**config.mk**
```make
export PLATFORM = sky130hd
export DESIGN_NAME = pf_ddr_dm_dly_ctrl
export DESIGN_NICKNAME = d
export VERILOG_FILES = /design/src/rtl/pf_ddr_dm_dly_ctrl_pkg.sv /design/src/rtl/pf_ddr_dm_dly_ctrl.sv
export SDC_FILE = /design/constraint.sdc
export NUM_CORES = 1
export LEC_CHECK = 0
export BUFFER_PORTS_ARGS = -buffer_cell sky130_fd_sc_hd__buf_4
export CAP_MARGIN = 40
export CORE_MARGIN = 2
export CORE_UTILIZATION = 33
export CTS_BUF_LIST = sky130_fd_sc_hd__clkbuf_8
export CTS_CLUSTER_SIZE = 20
export DETAILED_ROUTE_END_ITERATION = 10
export PLACE_DENSITY_LB_ADDON = 0.2
export SYNTH_ARGS = -nofsm -noshare
export SYNTH_HDL_FRONTEND = slang
export SYNTH_SLANG_ARGS = --single-unit
```
**constraint.sdc**
```tcl
create_clock -name FAB_CLK -period 2.81 [get_ports FAB_CLK]
set_input_delay 0.281 -clock FAB_CLK [delete_from_list [all_inputs] [get_ports FAB_CLK]]
set_output_delay 0.281 -clock FAB_CLK [all_outputs]
set_load 0.1 [all_outputs]
```
**src/rtl/pf_ddr_dm_dly_ctrl_pkg.sv**
```systemverilog
// pf_ddr_dm_dly_ctrl_pkg: shared command encodings, states and lane timing defaults
package pf_ddr_dm_dly_ctrl_pkg;

    typedef enum logic [1:0] {
        OP_LOAD = 2'b00,
        OP_INC  = 2'b01,
        OP_DEC  = 2'b10,
        OP_NOP  = 2'b11
    } op_t;

    typedef enum logic [2:0] {
        ST_IDLE,
        ST_LOAD,
        ST_SETUP,
        ST_MOVE,
        ST_GAP,
        ST_DONE
    } state_t;

    localparam int DEF_MOVE_GAP    = 4;
    localparam int DEF_LOAD_CYCLES = 2;

endpackage

```
**src/rtl/pf_ddr_dm_dly_ctrl.sv**
```systemverilog
// pf_ddr_dm_dly_ctrl: turns load/inc/dec commands into spaced IOD delay-line pulses and tracks the tap
module pf_ddr_dm_dly_ctrl
    import pf_ddr_dm_dly_ctrl_pkg::*;
#(
    parameter int TAP_W       = 8,
    parameter int MAX_TAP     = 255,
    parameter int INIT_TAP    = 1,
    parameter int MOVE_GAP    = DEF_MOVE_GAP,
    parameter int LOAD_CYCLES = DEF_LOAD_CYCLES
) (
    input  logic             FAB_CLK,
    input  logic             ARST_N,
    input  logic             CMD_VALID,
    output logic             CMD_READY,
    input  logic [1:0]       CMD_OP,
    input  logic [TAP_W-1:0] CMD_COUNT,
    output logic             DONE,
    output logic             ERR,
    output logic [TAP_W-1:0] TAP_VAL,
    output logic             DELAY_LINE_MOVE_0,
    output logic             DELAY_LINE_DIRECTION_0,
    output logic             DELAY_LINE_LOAD_0,
    input  logic             DELAY_LINE_OUT_OF_RANGE_0
);

    localparam int TMAX  = (MOVE_GAP > LOAD_CYCLES) ? MOVE_GAP : LOAD_CYCLES;
    localparam int TMR_W = ($clog2(TMAX) > 0) ? $clog2(TMAX) : 1;
    localparam logic [TMR_W-1:0] GAP_LD  = TMR_W'(MOVE_GAP - 1);
    localparam logic [TMR_W-1:0] LOAD_LD = TMR_W'(LOAD_CYCLES - 1);
    localparam logic [TAP_W-1:0] INIT_V  = TAP_W'(INIT_TAP);
    localparam logic [TAP_W-1:0] MAX_V   = TAP_W'(MAX_TAP);

    state_t             state;
    op_t                op_r;
    op_t                op_in;
    logic [TAP_W-1:0]   cnt;
    logic [TAP_W-1:0]   tap;
    logic [TMR_W-1:0]   tmr;
    logic               ready;
    logic               done;
    logic               err;
    logic               move;
    logic               load;
    logic               dir;
    logic               inc;
    logic               blocked;

    // decode the captured command and refuse steps that would leave the legal tap range
    always_comb begin
        op_in   = op_t'(CMD_OP);
        inc     = (op_r == OP_INC);
        blocked = inc ? (tap == MAX_V) : (tap == '0);
    end

    // command sequencer; every output is a register written here
    always_ff @(posedge FAB_CLK or negedge ARST_N) begin
        if (!ARST_N) begin
            state <= ST_IDLE;
            op_r  <= OP_NOP;
            cnt   <= '0;
            tap   <= INIT_V;
            tmr   <= '0;
            ready <= 1'b1;
            done  <= 1'b0;
            err   <= 1'b0;
            move  <= 1'b0;
            load  <= 1'b0;
            dir   <= 1'b0;
        end else begin
            case (state)
                ST_IDLE: begin
                    if (CMD_VALID) begin
                        ready <= 1'b0;
                        err   <= 1'b0;
                        op_r  <= op_in;
                        cnt   <= CMD_COUNT;
                        if (op_in == OP_LOAD) begin
                            state <= ST_LOAD;
                            load  <= 1'b1;
                            tmr   <= LOAD_LD;
                        end else begin
                            state <= ST_SETUP;
                            if (op_in != OP_NOP) dir <= (op_in == OP_INC);
                        end
                    end
                end
                ST_LOAD: begin
                    if (tmr == '0) begin
                        load  <= 1'b0;
                        tap   <= INIT_V;
                        state <= ST_DONE;
                        done  <= 1'b1;
                    end else begin
                        tmr <= tmr - 1'b1;
                    end
                end
                ST_SETUP, ST_GAP: begin
                    if (state == ST_GAP && tmr != '0) begin
                        tmr <= tmr - 1'b1;
                    end else if (state == ST_GAP && DELAY_LINE_OUT_OF_RANGE_0) begin
                        // the IOD rejected the last step, so the tracked tap must follow it back
                        tap   <= inc ? tap - 1'b1 : tap + 1'b1;
                        state <= ST_DONE;
                        done  <= 1'b1;
                        err   <= 1'b1;
                    end else if (op_r == OP_NOP || cnt == '0) begin
                        state <= ST_DONE;
                        done  <= 1'b1;
                    end else if (blocked) begin
                        state <= ST_DONE;
                        done  <= 1'b1;
                        err   <= 1'b1;
                    end else begin
                        state <= ST_MOVE;
                        move  <= 1'b1;
                        tap   <= inc ? tap + 1'b1 : tap - 1'b1;
                        cnt   <= cnt - 1'b1;
                    end
                end
                ST_MOVE: begin
                    move  <= 1'b0;
                    tmr   <= GAP_LD;
                    state <= ST_GAP;
                end
                ST_DONE: begin
                    done  <= 1'b0;
                    ready <= 1'b1;
                    state <= ST_IDLE;
                end
                default: state <= ST_IDLE;
            endcase
        end
    end

    assign CMD_READY              = ready;
    assign DONE                   = done;
    assign ERR                    = err;
    assign TAP_VAL                = tap;
    assign DELAY_LINE_MOVE_0      = move;
    assign DELAY_LINE_DIRECTION_0 = dir;
    assign DELAY_LINE_LOAD_0      = load;

endmodule
```
* Word-level counts from Yosys, hierarchy flattened
Index checks and enable logic that the tools add are counted.
** Word-level totals
- Flip-flop bits (word level) :: 29
- Word-level logic and storage cells :: 116
** Cells by class
- Add/subtract/negate cells :: 4
- Eq/ne operators :: 23
- Multiplexer cells :: 49
- Bitwise operators :: 1
- Reductions and logical operators :: 28
** Operators with widths (number)
- 8-bit 2-to-1 mux :: 12
- 8-bit case mux with 2 select lines :: 2
- 2-bit != test (second input constant) :: 10
- 5-bit AND reduction :: 4
- 3-bit 2-to-1 mux :: 6
- 1-bit 2-to-1 mux :: 17
- 8-bit logical NOT :: 2
- 8-bit by 1-bit subtractor with 8-bit output (second input constant) :: 2
- 3-bit case mux with 4 select lines :: 1
- 4-bit AND reduction :: 3
- 2-bit nonzero test :: 6
- 2-bit 2-to-1 mux :: 5
- 3-bit != test (second input constant) :: 3
- 8-bit by 1-bit adder with 8-bit output (second input constant) :: 1
- 8-bit equality test (second input constant) :: 1
- 1-bit case mux with 2 select lines :: 4
- 2-bit case mux with 4 select lines :: 1
- 3-bit by 2-bit equality test with 1-bit output (second input constant) :: 2
- 3-bit equality test (second input constant) :: 2
- 6-bit AND reduction :: 1
- 2-bit by 1-bit equality test with 1-bit output (second input constant) :: 2
- 2-bit logical NOT :: 2
- 4-bit != test (second input constant) :: 1
- 2-bit AND reduction :: 2
- other kinds (12) :: 13

* Logic depth before layout (Yosys ltp)
Gate-level depths: netlist of run 1.
- Depth after elaboration :: 7
- Depth in mapped cells :: 8
- Depth with buffers taken out :: 7

* Least setup slack after synthesis of run 1
Ideal clock, no wire load.
- Kind :: register to register
- Start :: register tap[1], in the netlist TAP_VAL[1]
- End :: register tap[3], in the netlist TAP_VAL[3]
- Setup time :: 0.124 ns
- Arrival :: 2.453 ns
- Path slack :: 0.233 ns
- Stages on the path, launching flop included :: 7
- Clock period less this slack :: 2.577 ns
- Cell sequence :: dfrtp_1 > ha_1 > and4b_1 > nand3_1 > a21oi_2 > nor3_2 > a22o_1
** Between the ends
- Word-level cells in the longest chain between the ends :: 7
** Ends and longest elaborated chain
- from (decl) :: line pf_ddr_dm_dly_ctrl.sv:37 : logic [TAP_W-1:0] tap;
- from (signal assigned) :: line pf_ddr_dm_dly_ctrl.sv:102 : tap <= inc ? tap - 1'b1 : tap + 1'b1;
- from (signal assigned) :: line pf_ddr_dm_dly_ctrl.sv:116 : tap <= inc ? tap + 1'b1 : tap - 1'b1;
- 8-bit by 1-bit subtractor with 8-bit output / 8-bit by 1-bit adder with 8-bit output (equally long branches) :: line pf_ddr_dm_dly_ctrl.sv:102, pf_ddr_dm_dly_ctrl.sv:116
- 8-bit 2-to-1 mux :: line pf_ddr_dm_dly_ctrl.sv:116
- 8-bit 2-to-1 mux :: line pf_ddr_dm_dly_ctrl.sv:109 : end else if (blocked) begin
- 8-bit 2-to-1 mux :: line pf_ddr_dm_dly_ctrl.sv:106 : end else if (op_r == OP_NOP || cnt == '0) begin
- 8-bit 2-to-1 mux :: line pf_ddr_dm_dly_ctrl.sv:100 : end else if (state == ST_GAP && DELAY_LINE_OUT_OF_RANGE_0) begin
- 8-bit 2-to-1 mux :: line pf_ddr_dm_dly_ctrl.sv:98 : if (state == ST_GAP && tmr != '0) begin
- 8-bit case mux with 2 select lines :: line pf_ddr_dm_dly_ctrl.sv:70 : case (state)
Several ways; a longest one is shown, not always the timed one. The select of a mux whose other input is x is not followed.
A chain may end at the register's enable or synchronous reset.

* Worst setup path in the final report of run 1
- Start :: register state[1]
- End :: register tap[7], in the netlist TAP_VAL[7]
** Between the ends
- Word-level cells in the longest chain between the ends :: 5
** Ends and longest elaborated chain
- from (decl) :: line pf_ddr_dm_dly_ctrl.sv:33 : state_t state;
- from (signal assigned) :: line pf_ddr_dm_dly_ctrl.sv:58 : state <= ST_IDLE;
- from (signal assigned) :: line pf_ddr_dm_dly_ctrl.sv:78 : state <= ST_LOAD;
- from (signal assigned) :: line pf_ddr_dm_dly_ctrl.sv:82 : state <= ST_SETUP;
- 3-bit equality test :: line pf_ddr_dm_dly_ctrl.sv:70, pf_ddr_dm_dly_ctrl.sv:98, pf_ddr_dm_dly_ctrl.sv:100
- 1-bit logical AND :: line pf_ddr_dm_dly_ctrl.sv:100
- 8-bit 2-to-1 mux :: line pf_ddr_dm_dly_ctrl.sv:100
- 8-bit 2-to-1 mux :: line pf_ddr_dm_dly_ctrl.sv:98
- 8-bit case mux with 2 select lines :: line pf_ddr_dm_dly_ctrl.sv:70
Several ways; a longest one is shown, not always the timed one. The select of a mux whose other input is x is not followed.

==> metrics.csv, run 1 <==
metric,value,unit
"EDFF count, synth",0,
Iter 0 DRT Violations,165,
Syn Inst Count,237,
syn_nets,256,
mapped cell area,2090,µm²
commonest register cell after synthesis,dfrtp_1,
# rows,29,
GRT Overall Usage,15.7,%
slew of the pin with the lowest slew margin,0.580,ns
GPL Wtd Cong,0.831,
first-pass GRT wire length,9.06,mm
crit-path cells,and4bb_4 > xnor2_4 > mux2_4 > a211o_1 > a22o_1,
I/O Pins,28,
Starting Density,33.5,%
Tcrit/Tclk final,82.0,%
Ys Warns,0,
Buf/Inv on CP,0,
worst setup path category,reg2reg,
Final WS setup,0.505,ns
Setup Total Neg Slack,0,ns
Yosys reg bits,29,
Setup Buffers After CTS,0,
hold depth,3,
Tmin final,2.31,ns
Max clock buf depth,2,
Post-DRT Antenna Nets,0,
number of global-route vias before repair,1817,
Final Hold Vio Count,0,
largest net degree at the start of global routing,30,
final setup fails,0,
RSZ-0062 raised after global routing,no,
antenna fix cells,0,
syn_area_per_cell,8.83,µm²
vias per cell,5.47,
f_max,0.434,GHz
Buffers on Ports,27,
Clock Skew,0.00517,ns
CTS sink cnt,29,
status,completed,
Worst-Skew Late Latency,0.28,ns
hpwl dp,3.70,mm
CORE AREA,6240,µm²
CP endpoint kind,flip-flop,
Startpoint Class,flip-flop,
clock slew at reported path FFs,0.07,ns
Worst EP arrival,2.47,ns
Hold Crit Class,in2reg,
TritonCTS clock tree,yes,
total congestion overflow,0,
Slew HR,61.4,%
Die Wd,83.6,µm
"Seq/Total Area, Yosys",34.9,%
share of layout cells above drive strength 1,24.8,%
Clk Tree Root Cell,clkbuf_8,
initial antenna violation count,0,
Crit Path Max Fanout,21,
DIE AREA,6990,µm²
async set or reset register ratio after synthesis,100,%
DIE HEIGHT,83.6,µm
pre-CTS setup slack,0.514,ns
Worst EP required,2.98,ns
hold_ws,0.233,ns
"slowest stage delay, CP",0.71,ns
Crit-path slowest cell,dfrtp_1,
TritonRoute pass-1 iters,4,
area grow syn2layout,17.9,%
CP top delay family,flip-flops,
wire length per cell,15.3,µm
Yosys cell types,62,
NumNets Final,284,
via count,1876,
Max-Cap Viols,0,
CTS Buf Count,5,
max-slew violations,0,
final wirelength,5.25,mm
cells on worst reg2reg path,5,
WP depth,5,
DRC,0,
H-tree depth,2,
[layout make-up]
type	count	area, µm²
fill	651	3770
clock buffer	7	96.3
tap	77	96.3
multi-input combinational	188	1260
clock inverter	1	5.00
timing repair buffer	32	243
sequential	29	731
inverter	9	33.8
[timing repair]
action                                  in CTS  in global routing
hold endpoints to repair                    25                  0
resized for setup                            0                  0
hold buffers                                 1                  0
endpoints found under the setup margin       0                  0
[synthesized netlist by cell type (3+ instances only)]
cell       instances  area (µm²)
a211o_1            6        52.6
o22ai_1            3        18.8
nand2_1           24        90.1
nand4_1            3        18.8
mux2_2             3        33.8
or3_1              3        18.8
a21oi_1            7        35.0
a22o_1             6        52.6
nand2b_1           3        18.8
nor3_1             9        45.0
ha_1               5        62.6
a2bb2oi_1          5        43.8
dfrtp_1           25         626
nor2_1            25        93.8
inv_1              8        30.0
mux2i_1            6        60.1
buf_2              3        15.0
nor4_1             5        31.3
clkbuf_1           4        15.0
a21oi_2            3        26.3
dfstp_2            4         105
nand3_1            6        30.0
o21ai_0           19        95.1
and2_1             3        18.8
[sequential cells by signal, indices dropped and copies added, names as in the netlist]
signal	count
CMD_READY	1
state	3
ERR	1
TAP_VAL	8
DELAY_LINE_DIRECTION_0	1
DONE	1
tmr	2
op_r	2
cnt	8
DELAY_LINE_LOAD_0	1
DELAY_LINE_MOVE_0	1
[path summary, 6_finish.rpt]
kind,from,to,slack (ns)
max,state[1]$_DFFE_PN0P_,TAP_VAL[7]$_DFFE_PN0P_,0.50
min,CMD_OP[0],op_r[0]$_DFFE_PN1P_,0.23
max reg2reg,state[1]$_DFFE_PN0P_,TAP_VAL[7]$_DFFE_PN0P_,0.50
min reg2reg,op_r[0]$_DFFE_PN1P_,op_r[0]$_DFFE_PN1P_,0.49
max in group asynchronous,ARST_N,CMD_READY$_DFFE_PN1P_,2.01
min in group asynchronous,ARST_N,tmr[1]$_DFFE_PN0P_,0.47
[stage by stage]
step / instances / instance area, µm² / util (%)
3_3_place_gp: 334 / 2350 / 37.7
3_5_place_dp: 334 / 2350 / 37.7
6_report: 343 / 2470 / 39.5
2_1_floorplan: 237 / 2090 / -
4_1_cts: 343 / 2470 / 39.5
5_1_grt: 343 / 2470 / 39.5
[routing by layer]
layer  vias to the layer above  GRT usage, %  share of wire [%]
met1                       888          23.3                 50
met4                         0          3.81               0.65
met3                         4          3.36                4.2
li1                        938             -                  -
met2                        46          23.3                 45
met5                         -             0                  0
[logic make-up after synthesis]
logic type / synth area share, %
muxes: 5.92
and+or+nand+nor: 25.8
buffers and inverters: 4.78
xor gates and xnor gates: 2.15
AOI/OAI and AO/OA: 23.4
DFF: 34.9
adders and majority gates: 2.99
[placed cells by master (no fill, tap or decap), types with 4 or more instances in the layout]
| cell | count |
|---|---|
| nand3_1 | 6 |
| clkbuf_8 | 7 |
| a22o_1 | 6 |
| nor4_1 | 5 |
| mux2i_1 | 6 |
| nor3_1 | 9 |
| a2bb2oi_1 | 5 |
| a21oi_1 | 7 |
| buf_4 | 31 |
| inv_1 | 8 |
| nand2_1 | 24 |
| ha_1 | 5 |
| o21ai_0 | 19 |
| nor2_1 | 25 |
| a211o_1 | 6 |
| dfrtp_1 | 25 |
| dfstp_2 | 4 |
[worst register-to-register path: cells and delay by family (launching register included)]
family           cells  cell delay, ns
AO/OA/AOI/OAI        2            0.51
flip-flops           1            0.71
multiplexers         1            0.34
AND/OR/NAND/NOR      1            0.30
XOR/XNOR             1            0.33
Power of run 1 is left out: the tool's default activity adds up to more than one toggle a clock period on the data nets, which glitch-free logic cannot reach.
==> run 2, diff against run 1 <==
==> constraint.sdc (replaced) <==
create_clock -name FAB_CLK -period 2.28 [get_ports FAB_CLK]
set_input_delay 0.228 -clock FAB_CLK [delete_from_list [all_inputs] [get_ports FAB_CLK]]
set_output_delay 0.228 -clock FAB_CLK [all_outputs]
set_load 0.1 [all_outputs]
==> run 2 against run 1 <==
Compared with the run above:
- register-to-register slack got worse by 0.38 ns
- wire length fell by 1.9%
- non-clock buffer count rose by 12
- via count fell by 0.48%
- critical path depth rose by 1
- utilization rose by 1.4 points
- count of clock-buffer cells in the layout fell by 1
- critical endpoint is now cnt[1]$_DFFE_PN0P_
- final area rose by 3.7%
- worst setup slack got worse by 0.38 ns
- die area did not move
- cell count rose by 3.5%
==> metrics.csv, run 2 (synthesis results as in run 1) <==
metric,value,unit,change
f_max,0.465,GHz,+7.1%
wire length per cell,14.5,µm,-5.2%
Tmin final,2.15,ns,-0.154 ns
Starting Density,33.5,%,unchanged
CORE AREA,6240,µm²,unchanged
TritonCTS clock tree,yes,,
antenna fix cells,0,,unchanged
GRT Overall Usage,15.2,%,-0.53 points
Buffers on Ports,27,,unchanged
Clk Tree Root Cell,clkbuf_8,,
final wirelength,5.15,mm,-1.9%
most frequent cells in the layout,"buf_4, nor2_1, nand2_1",,
Slew HR,64.4,%,+3.1 points
Crit Path Max Fanout,9,,-57%
Max-Cap Viols,0,,unchanged
RSZ-0062 raised after global routing,no,,
CTS Buf Count,5,,unchanged
"slowest stage delay, CP",0.50,ns,-0.21 ns
Final Hold Vio Count,0,,unchanged
Crit-path slowest cell,dfstp_4,,
TritonRoute pass-1 iters,5,,+1
number of global-route vias before repair,1734,,-4.6%
slew of the pin with the lowest slew margin,0.531,ns,-0.0491 ns
final setup fails,0,,unchanged
# rows,29,,unchanged
Worst EP arrival,2.32,ns,-0.15 ns
NumNets Final,296,,+4.2%
Worst-Skew Late Latency,0.28,ns,about the same
clock slew at reported path FFs,0.07,ns,about the same
total congestion overflow,0,,unchanged
hpwl dp,3.70,mm,-0.11%
initial antenna violation count,0,,unchanged
H-tree depth,2,,unchanged
Tcrit/Tclk final,94.4,%,+12 points
DIE HEIGHT,83.6,µm,unchanged
Clock Skew,0.0120,ns,+0.00679 ns
area grow syn2layout,22.2,%,
Hold Crit Class,in2reg,,
"most common cell after layout, fill and taps aside",buf_4,,
Setup Total Neg Slack,0,ns,unchanged
first-pass GRT wire length,8.70,mm,-4.0%
Post-DRT Antenna Nets,0,,unchanged
largest net degree at the start of global routing,30,,unchanged
GPL Wtd Cong,0.873,,+5.1%
Startpoint Class,flip-flop,,
crit-path cells,ha_1 > and4b_1 > nand3_1 > a21oi_4 > nor3_2 > mux2_2,,
DRC,0,,unchanged
share of layout cells above drive strength 1,29.5,%,+4.7 points
vias per cell,5.26,,-3.8%
max-slew violations,0,,unchanged
Iter 0 DRT Violations,61,,-63%
via count,1867,,-0.48%
worst setup path category,reg2reg,,
Setup Buffers After CTS,0,,unchanged
DIE AREA,6990,µm²,unchanged
Worst EP required,2.45,ns,-0.53 ns
Die Wd,83.6,µm,unchanged
Fillers,654,,+0.46%
status,completed,,
Max clock buf depth,2,,unchanged
CTS sink cnt,29,,unchanged
I/O Pins,28,,unchanged
CP endpoint kind,flip-flop,,
==> run 2: final timing paths <==
check,slack [ns],to,cells past startpoint,from
max,0.13,cnt[1]$_DFFE_PN0P_,6,TAP_VAL[0]$_DFFE_PN1P_
min,0.17,op_r[0]$_DFFE_PN1P_,3,CMD_OP[0]
max reg2reg,0.13,cnt[1]$_DFFE_PN0P_,6,TAP_VAL[0]$_DFFE_PN1P_
min reg2reg,0.49,op_r[0]$_DFFE_PN1P_,2,op_r[0]$_DFFE_PN1P_
max in group asynchronous,1.54,op_r[0]$_DFFE_PN1P_,2,ARST_N
min in group asynchronous,0.42,cnt[6]$_DFFE_PN0P_,2,ARST_N
==> run 2: routing by layer <==
layer	GRT usage, %	part of all wire (%)	vias up
met2	23.1	44	33
li1	-	-	957
met3	3.07	3.2	4
met4	3.52	0.78	0
met5	0	0	-
met1	22.2	52	873
==> run 2: cell type report <==
type / instances / area (µm²) / share of cell area, %
clock inverters: 2 / 7.51 / 0.294
flip-flops and latches: 29 / 742 / 29.0
well taps: 77 / 96.3 / 3.77
multi-input cells: 188 / 1260 / 49.3
clock buffers: 6 / 82.6 / 3.23
repair buffers: 44 / 333 / 13.0
inverters: 9 / 33.8 / 1.32
==> run 2: repair_timing <==
item,4_1_cts,5_1_grt
setup endpoints to repair,0,0
gates resized for setup,0,0
hold endpoints to repair,25,0
hold buffers,1,0
==> run 2: through the flow <==
step           cell area [µm²]  cells  utilization, %  hold WS, ns  setup slack [ns]
3_3_place_gp              2460    346            39.4        0.197             0.180
2_1_floorplan             2100    237               -      -0.0676           0.00426
5_1_grt                   2560    355            41.0        0.209           0.00992
6_report                  2560    355            41.0        0.169             0.129
4_1_cts                   2560    355            41.0        0.159             0.135
3_5_place_dp              2460    346            39.4        0.199             0.159
==> run 2: worst max-delay path, delay by kind of cell (launching register included) <==
family,cells,cell delay (ns)
AO/OA/AOI/OAI,1,0.12
adder cells (fa/ha/maj),1,0.26
flip-flops,1,0.50
multiplexers,1,0.38
AND/OR/NAND/NOR,3,0.78
Power of run 2 is left out for the same reason.
==> run 3, diff against run 2 <==
==> constraint.sdc (replaced) <==
create_clock -name FAB_CLK -period 2.28 [get_ports FAB_CLK]
set_input_delay 0.684 -clock FAB_CLK [delete_from_list [all_inputs] [get_ports FAB_CLK]]
set_output_delay 0.684 -clock FAB_CLK [all_outputs]
set_load 0.1 [all_outputs]
==> run 3 against run 2 <==
Compared with the run above:
- first-iteration DRC count decreased by 3.3%
- die area unchanged
- final area increased by 2.3%
- hold slack improved by 0.16 ns
- critical path depth unchanged
- highest routed layer unchanged
- sequential share of layout area decreased by 0.65 points
- utilization increased by 0.94 points
==> metrics.csv, run 3 (synthesis results as in run 1) <==
metric,value,unit,change
status,completed,,
area grow syn2layout,25.0,%,
DIE AREA,6990,µm²,unchanged
Tmin final,2.11,ns,-0.0433 ns
Final Hold Vio Count,0,,unchanged
"most common cell after layout, fill and taps aside",buf_4,,
initial antenna violation count,0,,unchanged
Worst-Skew Late Latency,0.28,ns,about the same
DIE HEIGHT,83.6,µm,unchanged
final wirelength,5.45,mm,+5.8%
worst setup path category,reg2reg,,
GPL Wtd Cong,0.810,,-7.2%
TritonCTS clock tree,yes,,
total congestion overflow,0,,unchanged
CTS Buf Count,5,,unchanged
Setup Buffers After CTS,0,,unchanged
hpwl dp,3.86,mm,+4.3%
via count,1938,,+3.8%
slew of the pin with the lowest slew margin,0.502,ns,-0.0284 ns
Critical Path Start,TAP_VAL[0]$_DFFE_PN1P_,,
vias per cell,5.41,,+2.9%
number of global-route vias before repair,1944,,+12%
CTS sink cnt,29,,unchanged
CORE AREA,6240,µm²,unchanged
largest net degree at the start of global routing,30,,unchanged
Fillers,650,,-0.61%
Starting Density,33.5,%,unchanged
Tcrit/Tclk final,92.5,%,-1.9 points
Die Wd,83.6,µm,unchanged
Hold Crit Class,in2async,,
final cell count without fillers,358,,+0.85%
Clk Tree Root Cell,clkbuf_8,,
"slowest stage delay, CP",0.67,ns,+0.17 ns
GRT Overall Usage,17.0,%,+1.8 points
Crit Path Max Fanout,10,,+1
Max-Cap Viols,0,,unchanged
final setup fails,0,,unchanged
Iter 0 DRT Violations,59,,-3.3%
Setup Total Neg Slack,0,ns,unchanged
TritonRoute pass-1 iters,4,,-1
# rows,29,,unchanged
Buffers on Ports,27,,unchanged
Post-DRT Antenna Nets,0,,unchanged
most frequent cells in the layout,"buf_4, nor2_1, nand2_1",,
post_cts resized,0,,unchanged
wire length per cell,15.2,µm,+5.0%
CP endpoint kind,flip-flop,,
f_max,0.474,GHz,+2.1%
Worst EP required,2.45,ns,about the same
DRC,0,,unchanged
clock slew at reported path FFs,0.07,ns,about the same
Worst EP arrival,2.28,ns,-0.04 ns
crit-path cells,ha_1 > and4b_1 > nand3_1 > a21oi_4 > nor3_2 > mux2_2,,
max-slew violations,0,,unchanged
I/O Pins,28,,unchanged
Startpoint Class,flip-flop,,
hold_buf cts,0,,-1
Max clock buf depth,2,,unchanged
RSZ-0062 raised after global routing,no,,
Clock Skew,0.00727,ns,-0.00468 ns
Crit-path slowest cell,dfstp_4,,
H-tree depth,2,,unchanged
first-pass GRT wire length,9.69,mm,+11%
Final WS setup,0.172,ns,+0.0433 ns
share of layout cells above drive strength 1,31.0,%,+1.5 points
reg2reg start,TAP_VAL[0]$_DFFE_PN1P_,,
pre-CTS setup slack,0.0423,ns,-0.117 ns
NumNets Final,299,,+1.0%
placed cells,350,,+1.2%
antenna fix cells,0,,unchanged
Slew HR,66.5,%,+2.1 points
run 3: cell types whose count changed in the layout (fill, tap and decap cells not counted), sizes merged:
cell and delta:
bufinv +1, buf +4, dlygate4sd3 -1, inv -1
run 3: worst max-delay path, delay by kind of cell (launching register included):
kind / cells / cell delay, ns
AO/OA/AOI/OAI: 1 / 0.36
AND/OR/NAND/NOR: 3 / 0.52
flip-flops: 1 / 0.67
adder cells (fa/ha/maj): 1 / 0.17
multiplexers: 1 / 0.28
run 3: final timing paths:
kind	endpoint	slack, ns	cells after the start
max	cnt[1]$_DFFE_PN0P_	0.17	6
max in group asynchronous	op_r[0]$_DFFE_PN1P_	1.62	1
min reg2reg	op_r[1]$_DFFE_PN1P_	0.48	2
min in group FAB_CLK	op_r[1]$_DFFE_PN1P_	0.48	2
min	tmr[1]$_DFFE_PN0P_	0.33	1
max reg2reg	cnt[1]$_DFFE_PN0P_	0.17	6
run 3: per-stage QoR:
stage	instance area, µm²	hold slack (ns)	util, %
after floorplan	2100	0.388	-
after global placement	2500	0.472	40.0
after detailed placement	2500	0.474	40.0
after CTS	2620	0.339	41.9
after global routing	2620	0.354	41.9
final	2620	0.326	41.9
run 3: per-layer routing:
layer	GRT usage [%]	up-vias	wire length, µm
li1	-	967	-
met4	4.84	0	55
met2	26.2	28	2500
met3	3.17	6	163
met5	0	-	0
met1	24.5	937	2740
run 3: final cells by class:
cell class / instances / area (µm²) / share of cell area, %
tap: 77 / 96.3 / 3.68
sequential: 29 / 742 / 28.4
timing repair buffer: 47 / 365 / 14.0
clock inverter: 2 / 33.8 / 1.29
multi-input combinational: 188 / 1260 / 48.2
clock buffer: 6 / 82.6 / 3.16
inverter: 9 / 33.8 / 1.29
Power of run 3 is left out for the same reason.
